==> src/rtl/button_event_queue_if.sv <==
// Bundle of the button pins, the CPU IO read port and the status outputs of the button event queue.
interface button_event_queue_if;
    logic [3:0]  btn;
    logic        rd_en;
    logic        clr_ovf;
    logic [31:0] rd_data;
    logic [3:0]  btn_level;
    logic [4:0]  count;

    modport master (
        output btn,
        output rd_en,
        output clr_ovf,
        input  rd_data,
        input  btn_level,
        input  count
    );

    modport slave (
        input  btn,
        input  rd_en,
        input  clr_ovf,
        output rd_data,
        output btn_level,
        output count
    );
endinterface

==> src/rtl/button_event_queue.sv <==
// Synchronizes and debounces four push-buttons, then queues each press as an event
// that the CPU reads and pops through its memory-mapped IO read port.
module button_event_queue #(
    parameter int unsigned DEBOUNCE_CYCLES = 250000,
    parameter int unsigned CNT_W           = 18,
    parameter int unsigned DEPTH           = 8
) (
    input logic                 clock,
    input logic                 reset,
    button_event_queue_if.slave bus
);

    localparam int unsigned NB     = 4;
    localparam int unsigned PTR_W  = $clog2(DEPTH);
    localparam int unsigned AW     = PTR_W + 1;
    localparam int unsigned OCC_W  = 5;
    localparam logic [CNT_W-1:0] CNT_LAST = CNT_W'(DEBOUNCE_CYCLES - 1);

    logic [NB-1:0]    sync1_q, sync2_q;
    logic [NB-1:0]    stable_q, stable_d, stable_dly_q;
    logic [CNT_W-1:0] cnt_q [NB];
    logic [CNT_W-1:0] cnt_d [NB];

    logic [NB-1:0]    mem_q [DEPTH];
    logic [AW-1:0]    wr_ptr_q, wr_ptr_d, rd_ptr_q, rd_ptr_d;
    logic [OCC_W-1:0] count_q, count_d;
    logic             ovf_q, ovf_d;

    logic [NB-1:0]    press;
    logic [NB-1:0]    head;
    logic             empty, full, pop, push_req, push, drop;

    // Per-bit debounce: a disagreement must persist for DEBOUNCE_CYCLES samples to flip stable
    always_comb begin
        stable_d = stable_q;
        for (int i = 0; i < int'(NB); i++) begin
            cnt_d[i] = '0;
            if (sync2_q[i] != stable_q[i]) begin
                if (cnt_q[i] == CNT_LAST) begin
                    stable_d[i] = sync2_q[i];
                end else begin
                    cnt_d[i] = cnt_q[i] + CNT_W'(1);
                end
            end
        end
    end

    always_ff @(posedge clock or negedge reset) begin
        if (!reset) begin
            sync1_q      <= '0;
            sync2_q      <= '0;
            stable_q     <= '0;
            stable_dly_q <= '0;
            for (int i = 0; i < int'(NB); i++) begin
                cnt_q[i] <= '0;
            end
        end else begin
            sync1_q      <= bus.btn;
            sync2_q      <= sync1_q;
            stable_q     <= stable_d;
            stable_dly_q <= stable_q;
            for (int i = 0; i < int'(NB); i++) begin
                cnt_q[i] <= cnt_d[i];
            end
        end
    end

    assign press    = stable_q & ~stable_dly_q;
    assign empty    = (wr_ptr_q == rd_ptr_q);
    assign full     = (wr_ptr_q[PTR_W-1:0] == rd_ptr_q[PTR_W-1:0]) &&
                      (wr_ptr_q[PTR_W] != rd_ptr_q[PTR_W]);
    assign pop      = bus.rd_en & ~empty;
    assign push_req = |press;
    // A pop in the same cycle frees a slot, so a full queue can still accept the push
    assign push     = push_req & (~full | pop);
    assign drop     = push_req & full & ~pop;

    always_comb begin
        wr_ptr_d = wr_ptr_q + AW'(push);
        rd_ptr_d = rd_ptr_q + AW'(pop);
        count_d  = count_q + OCC_W'(push) - OCC_W'(pop);
        ovf_d    = drop | (ovf_q & ~bus.clr_ovf);
    end

    always_ff @(posedge clock or negedge reset) begin
        if (!reset) begin
            wr_ptr_q <= '0;
            rd_ptr_q <= '0;
            count_q  <= '0;
            ovf_q    <= 1'b0;
        end else begin
            wr_ptr_q <= wr_ptr_d;
            rd_ptr_q <= rd_ptr_d;
            count_q  <= count_d;
            ovf_q    <= ovf_d;
        end
    end

    // Storage needs no reset: the head is masked whenever the pointers say empty
    always_ff @(posedge clock) begin
        if (push) begin
            mem_q[wr_ptr_q[PTR_W-1:0]] <= press;
        end
    end

    assign head          = empty ? '0 : mem_q[rd_ptr_q[PTR_W-1:0]];
    assign bus.rd_data   = {26'b0, ovf_q, ~empty, head};
    assign bus.btn_level = stable_q;
    assign bus.count     = count_q;

endmodule

==> src/flat_wrapper.sv <==
// flat-port wrapper written by rule: the top's interface ports become plain ports
module button_event_queue_flat 
#(
    parameter int unsigned DEBOUNCE_CYCLES = 250000,
    parameter int unsigned CNT_W           = 18,
    parameter int unsigned DEPTH           = 8
)
  (clock, reset, bus_btn, bus_rd_en, bus_clr_ovf, bus_rd_data, bus_btn_level, bus_count);
  button_event_queue_if bus_i ();
  input logic clock;
  input logic reset;
  input wire logic [$bits(bus_i.btn)-1:0] bus_btn;
  input wire logic [$bits(bus_i.rd_en)-1:0] bus_rd_en;
  input wire logic [$bits(bus_i.clr_ovf)-1:0] bus_clr_ovf;
  output wire logic [$bits(bus_i.rd_data)-1:0] bus_rd_data;
  output wire logic [$bits(bus_i.btn_level)-1:0] bus_btn_level;
  output wire logic [$bits(bus_i.count)-1:0] bus_count;
  assign bus_i.btn = bus_btn;
  assign bus_i.rd_en = bus_rd_en;
  assign bus_i.clr_ovf = bus_clr_ovf;
  assign bus_rd_data = bus_i.rd_data;
  assign bus_btn_level = bus_i.btn_level;
  assign bus_count = bus_i.count;
  button_event_queue #(.DEBOUNCE_CYCLES(DEBOUNCE_CYCLES), .CNT_W(CNT_W), .DEPTH(DEPTH)) u_core (.clock(clock), .reset(reset), .bus(bus_i));
endmodule
==> config.mk <==
export PLATFORM = sky130hd
export DESIGN_NAME = button_event_queue_flat
export DESIGN_NICKNAME = d
export VERILOG_FILES = /design/src/rtl/button_event_queue_if.sv /design/src/rtl/button_event_queue.sv /design/src/flat_wrapper.sv
export SDC_FILE = /design/constraint.sdc
export NUM_CORES = 1
export LEC_CHECK = 0
export ABC_AREA = 0
export CORE_MARGIN = 2
export CORE_UTILIZATION = 49
export CTS_CLUSTER_SIZE = 25
export DETAILED_ROUTE_END_ITERATION = 6
export PLACE_DENSITY = 0.69
export SLEW_MARGIN = 20
export SYNTH_ARGS = -nofsm -noshare
export SYNTH_HDL_FRONTEND = slang
export SYNTH_SLANG_ARGS = --single-unit
==> constraint.sdc <==
create_clock -name clock -period 4.6 [get_ports clock]
set_input_delay 0.92 -clock clock [delete_from_list [all_inputs] [get_ports clock]]
set_output_delay 0.92 -clock clock [all_outputs]
set_load 0.02 [all_outputs]
==> run metrics <==
Final Max Tran Viols 0; ant diodes 0; DR WL/cell 14.46 um; vias in the first global route 3962; DRC Markers 0; end of the worst hold path u_core.sync2_q[0]; post-layout util 57.61%; Synth area leaders dfrtp_1, edfxtp_1, xnor2_1, nor2_1, buf_4; DP Cell Count 734; Pwr Density 440.1 mW/mm^2; fin crit period 3.467 ns; outcome finished, final reports clean; sequential share of the synthesized area 54.64%; critical path required time 3.68 ns; Final Hold Violating Endpoints 0; RR Startpoint u_core.rd_ptr_q[0]; type of origin of the critical path flop; gr busiest metal met2; met3 GRT Util 5.405%; Async SR Flop Fraction 76.12%; Post-synth EDFFs 32; DP HPWL 7355 um; PnR worst setup slack 1.133 ns; postcts setup bufs 0; Final Non-Filler Cells 766; unrepaired setup endpoints after global routing no; layout cells sized above 1 8.923%; H-tree level count 4; worst reg2reg endpoint u_core.bus.count[4]; DRT iter0 DRCs 260; Reg2Reg Depth 13; Lkg Pwr 3.032 nW; Synth cell types 46; clock root buffer clkbuf_16; final wirelength 11080 um; initial antenna violation count 0; Yosys warning count 0; CP Class reg2out; met1 global-route usage 23.86%; Tcrit/Tclk final 75.38%; flop and latch count out of synthesis 134; sum of negative setup slack 0 ns; DIE AREA 0.01405 mm^2; largest net degree at the start of global routing 83; cell taking the most area after synthesis dfrtp_1; # setup viols final 0; met2 usage 26.36%; CP Capture Type primary output; number of gates resized after CTS 0; reg-to-reg setup timing slack 1.47 ns; TritonCTS Buffers 17; clk_skew 0.004723 ns; Via Count 4045; Crit. Startpoint u_core.rd_ptr_q[0]; Avg Cell Area, Syn 11.59 um^2; Fillers 1068; Synth top area share 39.70%; Max IR drop VDD 0.2530 mV; CTS tree done; I/O Pins 49; GR Util All Layers 17.61%; Setup WS pre-CTS 1.264 ns; total gr overflow 0; first-pass GRT wire length 19490 um; core area 0.01272 mm^2; CTS max path bufs 2; Max-Cap Viols 0; Fmax 288.4 MHz; Hold Startpoint u_core.sync1_q[0]; Placer Congestion 0.7705; top_reg_cell synth dfrtp_1; Arr. time, crit path 2.55 ns; WHS Path Cells 0; Die H 118.6 um; Synth Instances 555; Power Total 3.226 mW; Mapped Area 0.006430 mm^2; clk slew on worst S/H paths 0.05 ns; Hold/Removal Path Class reg2reg; # hold bufs at CTS 0; slew margin rel. 35.13%; number of vias per cell 5.281; NumNets Final 602; Initial Utilization 50.54%; clock sink total 134; worst slew pin tran 0.9698 ns; # rows 41; CP Max Fanout 12; DIE WIDTH 118.6 um; area grow syn2layout 13.99%; DRT Pass-1 Iters 5; Port Buffers 22; Antenna Violating Nets Remaining 0; worst-skew pair later-pin latency 0.42 ns
-- registers in the layout, summed over array words and instances (netlist names) --
name,count
u_core.wr_ptr_q,4
u_core.cnt_q,72
u_core.rd_ptr_q,4
u_core.bus.count,5
u_core.bus.btn_level,4
u_core.stable_dly_q,4
u_core.ovf_q,1
u_core.sync1_q,4
u_core.sync2_q,4
u_core.mem_q,32
-- logic make-up after synthesis --
logic type	after synthesis	synth area share [%]
and+or+nand+nor	233	19.54
DFF	134	54.64
xor gates and xnor gates	77	10.49
buffers and inverters	63	5.740
AOI/OAI and AO/OA	18	2.763
muxes	16	4.125
adders and majority gates	13	2.646
other	1	0.05832
-- cell usage in the layout, fill, tap and decap left out, types with 5 or more instances in the layout --
master | Yosys | layout
edfxtp_1 | 32 | 32
mux4_2 | 8 | 8
clkbuf_16 | 0 | 17
xnor2_1 | 53 | 53
dfrtp_1 | 102 | 102
nor4_1 | 32 | 32
a21oi_1 | 6 | 6
inv_1 | 21 | 21
and4_1 | 6 | 6
xor2_1 | 24 | 24
nor3_1 | 14 | 14
nor2_1 | 81 | 81
clkdlybuf4s50_1 | 0 | 21
nand4_1 | 21 | 21
bufinv_16 | 0 | 5
nand3_1 | 25 | 25
ha_1 | 12 | 12
conb_1 | 1 | 26
nand2_1 | 21 | 21
-- per-stage QoR --
| step | cell area (um^2) | hold slack, ns |
|---|---|---|
| floorplan | 6524 | 0.3312 |
| global placement | 6681 | 0.3329 |
| detailed placement | 6681 | 0.3396 |
| CTS | 7326 | 0.3523 |
| global route | 7330 | 0.3652 |
| finish | 7330 | 0.3536 |
-- where the power goes --
group | total [mW] | switching, mW | internal [mW]
combinational | 0.399 | 0.201 | 0.199
clock | 1.46 | 0.486 | 0.969
sequential | 1.37 | 0.0998 | 1.27
total | 3.23 | 0.787 | 2.44
-- cell usage after synthesis (3+ instances only) --
cell type / instances
a21oi_1: 6
and3_1: 3
and4_1: 6
and4b_1: 3
buf_2: 7
buf_4: 29
clkbuf_1: 4
dfrtp_1: 102
edfxtp_1: 32
ha_1: 12
inv_1: 21
mux2_2: 4
mux2i_1: 4
mux4_2: 8
nand2_1: 21
nand3_1: 25
nand4_1: 21
nor2_1: 81
nor2b_1: 4
nor3_1: 14
nor4_1: 32
nor4bb_1: 4
o31ai_1: 3
or2_0: 3
or4_1: 3
xnor2_1: 53
xor2_1: 24
-- final cells by class --
type / instances / area [um^2] / share of cell area (%)
Timing Repair Buffer: 24 / 236.5 / 3.226
Clock inverter: 14 / 205.2 / 2.800
Sequential cell: 134 / 3513 / 47.93
Multi-Input combinational cell: 383 / 2641 / 36.04
Clock buffer: 18 / 439.2 / 5.992
Tap cell: 172 / 215.2 / 2.936
Inverter: 21 / 78.83 / 1.075
-- metal layers --
layer	up-vias	share of wire [%]
li1	1970	-
met4	0	1.3
met5	-	0
met3	14	3.3
met1	1996	47
met2	65	48
-- critical path: stages, from the launching register on --
cell	delay, ns
dfrtp_1	0.75
mux4_2	0.61
mux2i_1	0.17
nor2_1	0.06
clkdlybuf4s50_1	0.54
-- worst max path at each step --
stage,to,slack (ns),depth (start not counted)
floorplan,u_core.bus.count[4],1.76,15
global placement,u_core.bus.count[4],1.35,10
detailed placement,u_core.bus.count[4],1.26,10
CTS,bus_rd_data[3],1.06,4
global route,bus_rd_data[2],0.94,4
finish,bus_rd_data[3],1.13,4
Note: power is estimated with default switching activity, not from simulation.
